==> config.mk <==
export PLATFORM = sky130hd
export DESIGN_NAME = fepow
export DESIGN_NICKNAME = d
export VERILOG_FILES = /design/src/rtl/fe_pkg.sv /design/src/rtl/fepow.sv
export SDC_FILE = /design/constraint.sdc
export NUM_CORES = 2
export LEC_CHECK = 0
export CAP_MARGIN = 40
export CORE_AREA = 8 8 499 501
export DETAILED_ROUTE_END_ITERATION = 8
export DIE_AREA = 0 0 507 509
export PLACE_DENSITY = 0.46
export RECOVER_POWER = 25
export SLEW_MARGIN = 20
export SYNTH_ARGS = -nofsm -noshare
export SYNTH_HDL_FRONTEND = slang
export SYNTH_SLANG_ARGS = --single-unit
==> constraint.sdc <==
create_clock -name clock -period 5.7 [get_ports clock]
set_input_delay 1.14 -clock clock [delete_from_list [all_inputs] [get_ports clock]]
set_output_delay 1.14 -clock clock [all_outputs]
set_load 0.01 [all_outputs]
==> src/rtl/fe_pkg.sv <==
// Shared field constants, state encoding and helpers for the p = 2^255-19 datapath blocks.
package fe_pkg;

  localparam int FE_W = 255;
  localparam logic [FE_W-1:0] P         = ~255'd18;
  localparam logic [FE_W-1:0] P_MINUS_2 = ~255'd20;

  typedef enum logic [2:0] {
    IDLE = 3'd0,
    SQR  = 3'd1,
    SQW  = 3'd2,
    MUL  = 3'd3,
    MLW  = 3'd4,
    FIN  = 3'd5
  } fepow_state_t;

  // Position of the highest set bit; 0 when the value is 0 or 1.
  function automatic logic [7:0] msb_index(input logic [254:0] v);
    logic [7:0] r;
    r = 8'd0;
    for (int i = 0; i < 255; i++) begin
      if (v[i]) r = i[7:0];
    end
    return r;
  endfunction

endpackage

==> src/rtl/fepow.sv <==
// Exponentiation sequencer out = a^EXP mod p driving an external femul via start/done.
// Optional op counter output enabled by defining FEPOW_OPCOUNT_EN.
module fepow
  import fe_pkg::*;
#(
  parameter logic [FE_W-1:0] EXP = P_MINUS_2
) (
  input  logic            clock,
  input  logic            reset_n,
  input  logic            start,
  input  logic [FE_W-1:0] a,
  output logic            done,
  output logic [FE_W-1:0] out,
  output logic            busy,
  output logic            mul_start,
  output logic [FE_W-1:0] mul_a,
  output logic [FE_W-1:0] mul_b,
`ifdef FEPOW_OPCOUNT_EN
  output logic [9:0]      op_count,
`endif
  input  logic            mul_done,
  input  logic [FE_W-1:0] mul_out
);

  localparam logic [7:0] TOP = msb_index(EXP);

  fepow_state_t    state;
  logic [FE_W-1:0] acc;
  logic [FE_W-1:0] base;
  logic [7:0]      idx;

  // Square-and-multiply sequencer; out/done are loaded on the transition into FIN
  // so the result is visible in the same cycle as the done pulse.
  always_ff @(posedge clock or negedge reset_n) begin
    if (!reset_n) begin
      state     <= IDLE;
      acc       <= '0;
      base      <= '0;
      idx       <= 8'd0;
      done      <= 1'b0;
      out       <= '0;
      busy      <= 1'b0;
      mul_start <= 1'b0;
      mul_a     <= '0;
      mul_b     <= '0;
`ifdef FEPOW_OPCOUNT_EN
      op_count  <= 10'd0;
`endif
    end else begin
      case (state)
        IDLE: begin
          if (start) begin
            busy <= 1'b1;
            acc  <= a;
            base <= a;
            idx  <= TOP - 8'd1;
`ifdef FEPOW_OPCOUNT_EN
            op_count <= 10'd0;
`endif
            if (EXP == 255'd0) begin
              acc   <= 255'd1;
              out   <= 255'd1;
              done  <= 1'b1;
              state <= FIN;
            end else if (EXP == 255'd1) begin
              out   <= a;
              done  <= 1'b1;
              state <= FIN;
            end else begin
              state <= SQR;
            end
          end
        end
        SQR, MUL: begin
          mul_start <= 1'b1;
          mul_a     <= acc;
          mul_b     <= (state == MUL) ? base : acc;
          state     <= (state == MUL) ? MLW : SQW;
`ifdef FEPOW_OPCOUNT_EN
          if (op_count != 10'd1023) op_count <= op_count + 10'd1;
`endif
        end
        SQW, MLW: begin
          // The start cycle itself never carries a valid done for this request.
          if (mul_start) begin
            mul_start <= 1'b0;
          end else if (mul_done) begin
            acc <= mul_out;
            if (state == SQW && EXP[idx]) begin
              state <= MUL;
            end else if (idx == 8'd0) begin
              out   <= mul_out;
              done  <= 1'b1;
              state <= FIN;
            end else begin
              idx   <= idx - 8'd1;
              state <= SQR;
            end
          end
        end
        FIN: begin
          done  <= 1'b0;
          busy  <= 1'b0;
          state <= IDLE;
        end
        default: begin
          state     <= IDLE;
          done      <= 1'b0;
          busy      <= 1'b0;
          mul_start <= 1'b0;
        end
      endcase
    end
  end

endmodule

==> tab_implementation.tex <==
\begin{tabular}{lr}
\hline
Metric & Value \\
\hline
\multicolumn{2}{l}{\textbf{CTS}} \\
\quad CTS Sinks & 1289 \\
\quad Hold buffers post-CTS & 0 \\
\quad TritonCTS clock tree & yes \\
\quad Setup Buffers After CTS & 0 \\
\quad H-tree levels & 4 \\
\quad Post\_cts resized & 0 \\
\quad Maximum clock path buffer count & 3 \\
\quad Worst-path clk slew & 0.06 ns \\
\quad Total clock buffers created by CTS & between 150 and 200 \\
\quad Root buffer cell & clkbuf\_16 \\
\quad Later-pin clock latency in the skew report & 0.81 ns \\
\multicolumn{2}{l}{\textbf{Critical path}} \\
\quad R2R Path Start & state[1]\$\_DFFE\_PN0P\_ \\
\quad Type of destination of the critical path & register \\
\quad Arrival time at the worst endpoint & slightly below 5 ns \\
\quad Worst reg2reg endpoint & mul\_b[75]\$\_DFFE\_PN0N\_ \\
\quad Worst reg2reg path depth & 4 \\
\quad Maximum fanout count along the critical path & 64 \\
\quad Critical Setup Path Class & reg2reg \\
\quad Critical path required time & approximately 6.3 ns \\
\quad Worst R2R Setup Slack & 1.49 ns \\
\quad Launching element type of the critical path & register \\
\multicolumn{2}{l}{\textbf{Route}} \\
\quad Final WL & 226 mm \\
\quad Router iterations before antenna repair & 5 \\
\quad Number of remaining DRC errors & 0 \\
\quad Vias/cell & 4.23 \\
\quad Routed via count & 38.4k \\
\quad Drt initial violations & about 2.2k \\
\quad Detail Route Antenna Nets & 0 \\
\quad Mean routed wirelength per cell & 25.0 um \\
\multicolumn{2}{l}{\textbf{Layout}} \\
\quad Most common cell after layout, fill and taps aside & dfrtp\_1 \\
\quad Total Nets Final & slightly above 6k \\
\quad Relative area change from synthesis to final layout & 42.1\% \\
\quad Fraction of layout cells with a size suffix above 1 & 0.111 \\
\quad Most frequent cells in the layout & 1289 x dfrtp\_1, 1282 x nand2\_1, 1280 x clkdlybuf4s50\_1 \\
\quad FILL cells & 24.8k \\
\quad Final core utilization & 0.308 \\
\multicolumn{2}{l}{\textbf{Timing}} \\
\quad Clk\_skew & 0.0524 ns \\
\quad Setup repair after global routing missed its margin & no \\
\quad Aggregate negative setup slack & 0 ns \\
\quad Relative slew margins & -0.904 \\
\quad Min Tclk post-route & between 4 and 5 ns \\
\quad Worst Max-Slew Pin Slew & around 2.9 ns \\
\quad Total count of max-transition violations in the final report & 318 \\
\quad Post-route setup slack & 1.49 ns \\
\quad Final hold violations & 0 \\
\quad Finish-stage setup viols & 0 \\
\quad Max Freq & 237 MHz \\
\quad Period utilisation layout & 0.739 \\
\multicolumn{2}{l}{\textbf{Floorplan}} \\
\quad Effective utilization at floorplan & 0.217 \\
\quad Floorplan die area & approximately 0.26 mm\^{}2 \\
\quad Core ar. & about 0.24 mm\^{}2 \\
\quad Number of rows created at floorplan & roughly 180 \\
\quad Height of the chip & just over 500 um \\
\quad IO Count & $\sim$1.3k \\
\quad Horizontal die dimension & 507 um \\
\multicolumn{2}{l}{\textbf{GRT}} \\
\quad Total global-route track usage & 0.169 \\
\quad Via count of the first global-routing pass & between 40k and 50k \\
\quad Grt total ovfl & 0 \\
\quad Maximum number of pins on one net before global-route repair & roughly 180 \\
\quad Global-route wire length before repair & 317 mm \\
\quad Antenna violations before repair & 102 \\
\multicolumn{2}{l}{\textbf{Synthesis}} \\
\quad Cell count after synthesis & 4467 \\
\quad Number of distinct library cells after synthesis & 39 \\
\quad Post-Synthesis Net Count & 4984 \\
\quad Post-synthesis cell area & between 0.05 and 0.06 mm\^{}2 \\
\quad Synth top area cells & dfrtp\_1 62\%, mux2i\_1 9.8\%, nand2\_1 9.2\% \\
\quad Post-synthesis sequential area ratio & 0.617 \\
\quad Proportion of netlist area held by the largest area contributor & 0.617 \\
\quad Yosys synthesis warning count & 0 \\
\quad Average cell area after synthesis & 11.7 um\^{}2 \\
\quad Yosys top cell by area & dfrtp\_1 \\
\quad Count of state elements after synthesis & 1289 \\
\multicolumn{2}{l}{\textbf{Outcome}} \\
\quad Outcome & complete, but fails checks \\
\quad Failing checks & capacitance limit, slew limit \\
\multicolumn{2}{l}{\textbf{Power}} \\
\quad Power Total & 42.5 mW \\
\quad Leak Pwr & 33.0 nW \\
\quad Total power per unit cell area & 573 mW/mm\^{}2 \\
\quad Maximum vdd drop & 0.640 mV \\
\multicolumn{2}{l}{\textbf{Hold path}} \\
\quad Class of the tightest hold or removal check & in2async \\
\multicolumn{2}{l}{\textbf{Placed design}} \\
\quad I/O Buffers & 1281 \\
\quad Final weighted congestion of routability-driven global placement & 0.820 \\
\quad DP HPWL & 169 mm \\
\quad Pre-CTS WS & approximately 1.7 ns \\
\multicolumn{2}{l}{\textbf{Flow run}} \\
\quad Number of maximum-capacitance violations & 7 \\
\hline
\end{tabular}
==> state kept, by name, indices dropped and copies added, names as in the netlist, 3 cells and up <==
name and cells:
mul_b 255, out 255, state 3, base 255, idx 8, acc 255, mul_a 255
==> worst max-delay path: stages (launching register included) <==
cell	delay [ns]
dfrtp_1	0.99
clkbuf_2	1.81
buf_12	0.48
mux2i_1	0.36
o21ai_0	0.11
==> worst max-delay path by stage <==
stage                     cells after the start                 start                     to  slack [ns]
after floorplan                               8              mul_done     idx[4]$_DFFE_PN0P_        3.00
after global placement                        7              mul_done   acc[144]$_DFFE_PN0P_        1.82
after detailed placement                      8              mul_done   acc[173]$_DFFE_PN0P_        1.75
after CTS                                     1  out[156]$_DFFE_PN0P_               out[156]        2.27
after global routing                          4  state[1]$_DFFE_PN0P_  mul_b[75]$_DFFE_PN0N_        1.19
final                                         4  state[1]$_DFFE_PN0P_  mul_b[75]$_DFFE_PN0N_        1.49
==> power by group <==
part | switching, mW | internal, mW | total [mW]
sequential | 2.28 | 12.8 | 15.1
combinational | 9.48 | 7.76 | 17.2
clock | 4.27 | 5.96 | 10.2
total | 16.0 | 26.5 | 42.5
==> cell type report <==
class	count	area, um^2	area share
Timing Repair Buffer	1361	13800	0.186
Tap cell	3202	4010	0.0539
Sequential cell	1289	32300	0.434
Multi-Input combinational cell	2887	18800	0.253
Clock inverter	50	609	0.00820
Inverter	5	18.8	0.000253
Antenna cell	31	77.6	0.00104
Clock buffer	240	4730	0.0637
==> cell usage after synthesis <==
cell / count
o21ai_1: 47
buf_4: 22
nor3_1: 6
nor4_4: 1
nand2b_1: 8
a211oi_2: 1
nand3_1: 6
clkbuf_1: 152
buf_1: 32
o31a_1: 2
mux2_2: 314
a31oi_1: 1
nor2_1: 11
and3_1: 2
and2_1: 2
nand3_2: 1
o21ai_0: 467
a2111oi_4: 1
a31o_2: 1
mux2_1: 198
or4_1: 2
nand2_2: 1
mux2i_1: 512
inv_1: 4
nand3b_1: 1
or2_2: 1
buf_6: 5
ha_1: 3
nand2_1: 1282
o21bai_1: 1
o31ai_1: 4
a21oi_1: 6
inv_2: 1
o211ai_1: 1
a211oi_1: 2
or3_1: 1
or3b_2: 1
dfrtp_1: 1289
buf_2: 75
==> per-layer routing <==
metal	GRT usage	vias up	wire, um	share of wire
li1	-	17579	-	-
met1	0.205	19111	92800	0.41
met2	0.270	1293	105000	0.46
met3	0.0680	336	21200	0.094
met4	0.0634	56	7310	0.032
met5	0	-	345	0.0015
==> metrics by stage <==
step                      instance area [um^2]  hold WS (ns)  cells
after global placement                   68800         0.457   8735
after detailed placement                 68900         0.462   8739
after floorplan                          52300         0.445   4467
final                                    74300         0.297   9065
after CTS                                74200         0.284   9029
after global routing                     74300         0.309   9053
==> cells by family (layout without fill, tap and decap cells) <==
| family | count (synthesis) | after routing | synth area share |
|---|---|---|---|
| other | 0 | 31 | 0 |
| AND/OR/NAND/NOR | 1326 | 1326 | 0.0969 |
| adder cells (fa/ha/maj) | 3 | 3 | 0.000718 |
| multiplexers | 1024 | 1024 | 0.208 |
| AO/OA/AOI/OAI | 534 | 534 | 0.0523 |
| flip-flops | 1289 | 1289 | 0.617 |
| buffers and inverters | 291 | 1656 | 0.0250 |
No activity file was read; power rests on OpenSTA's default activity.
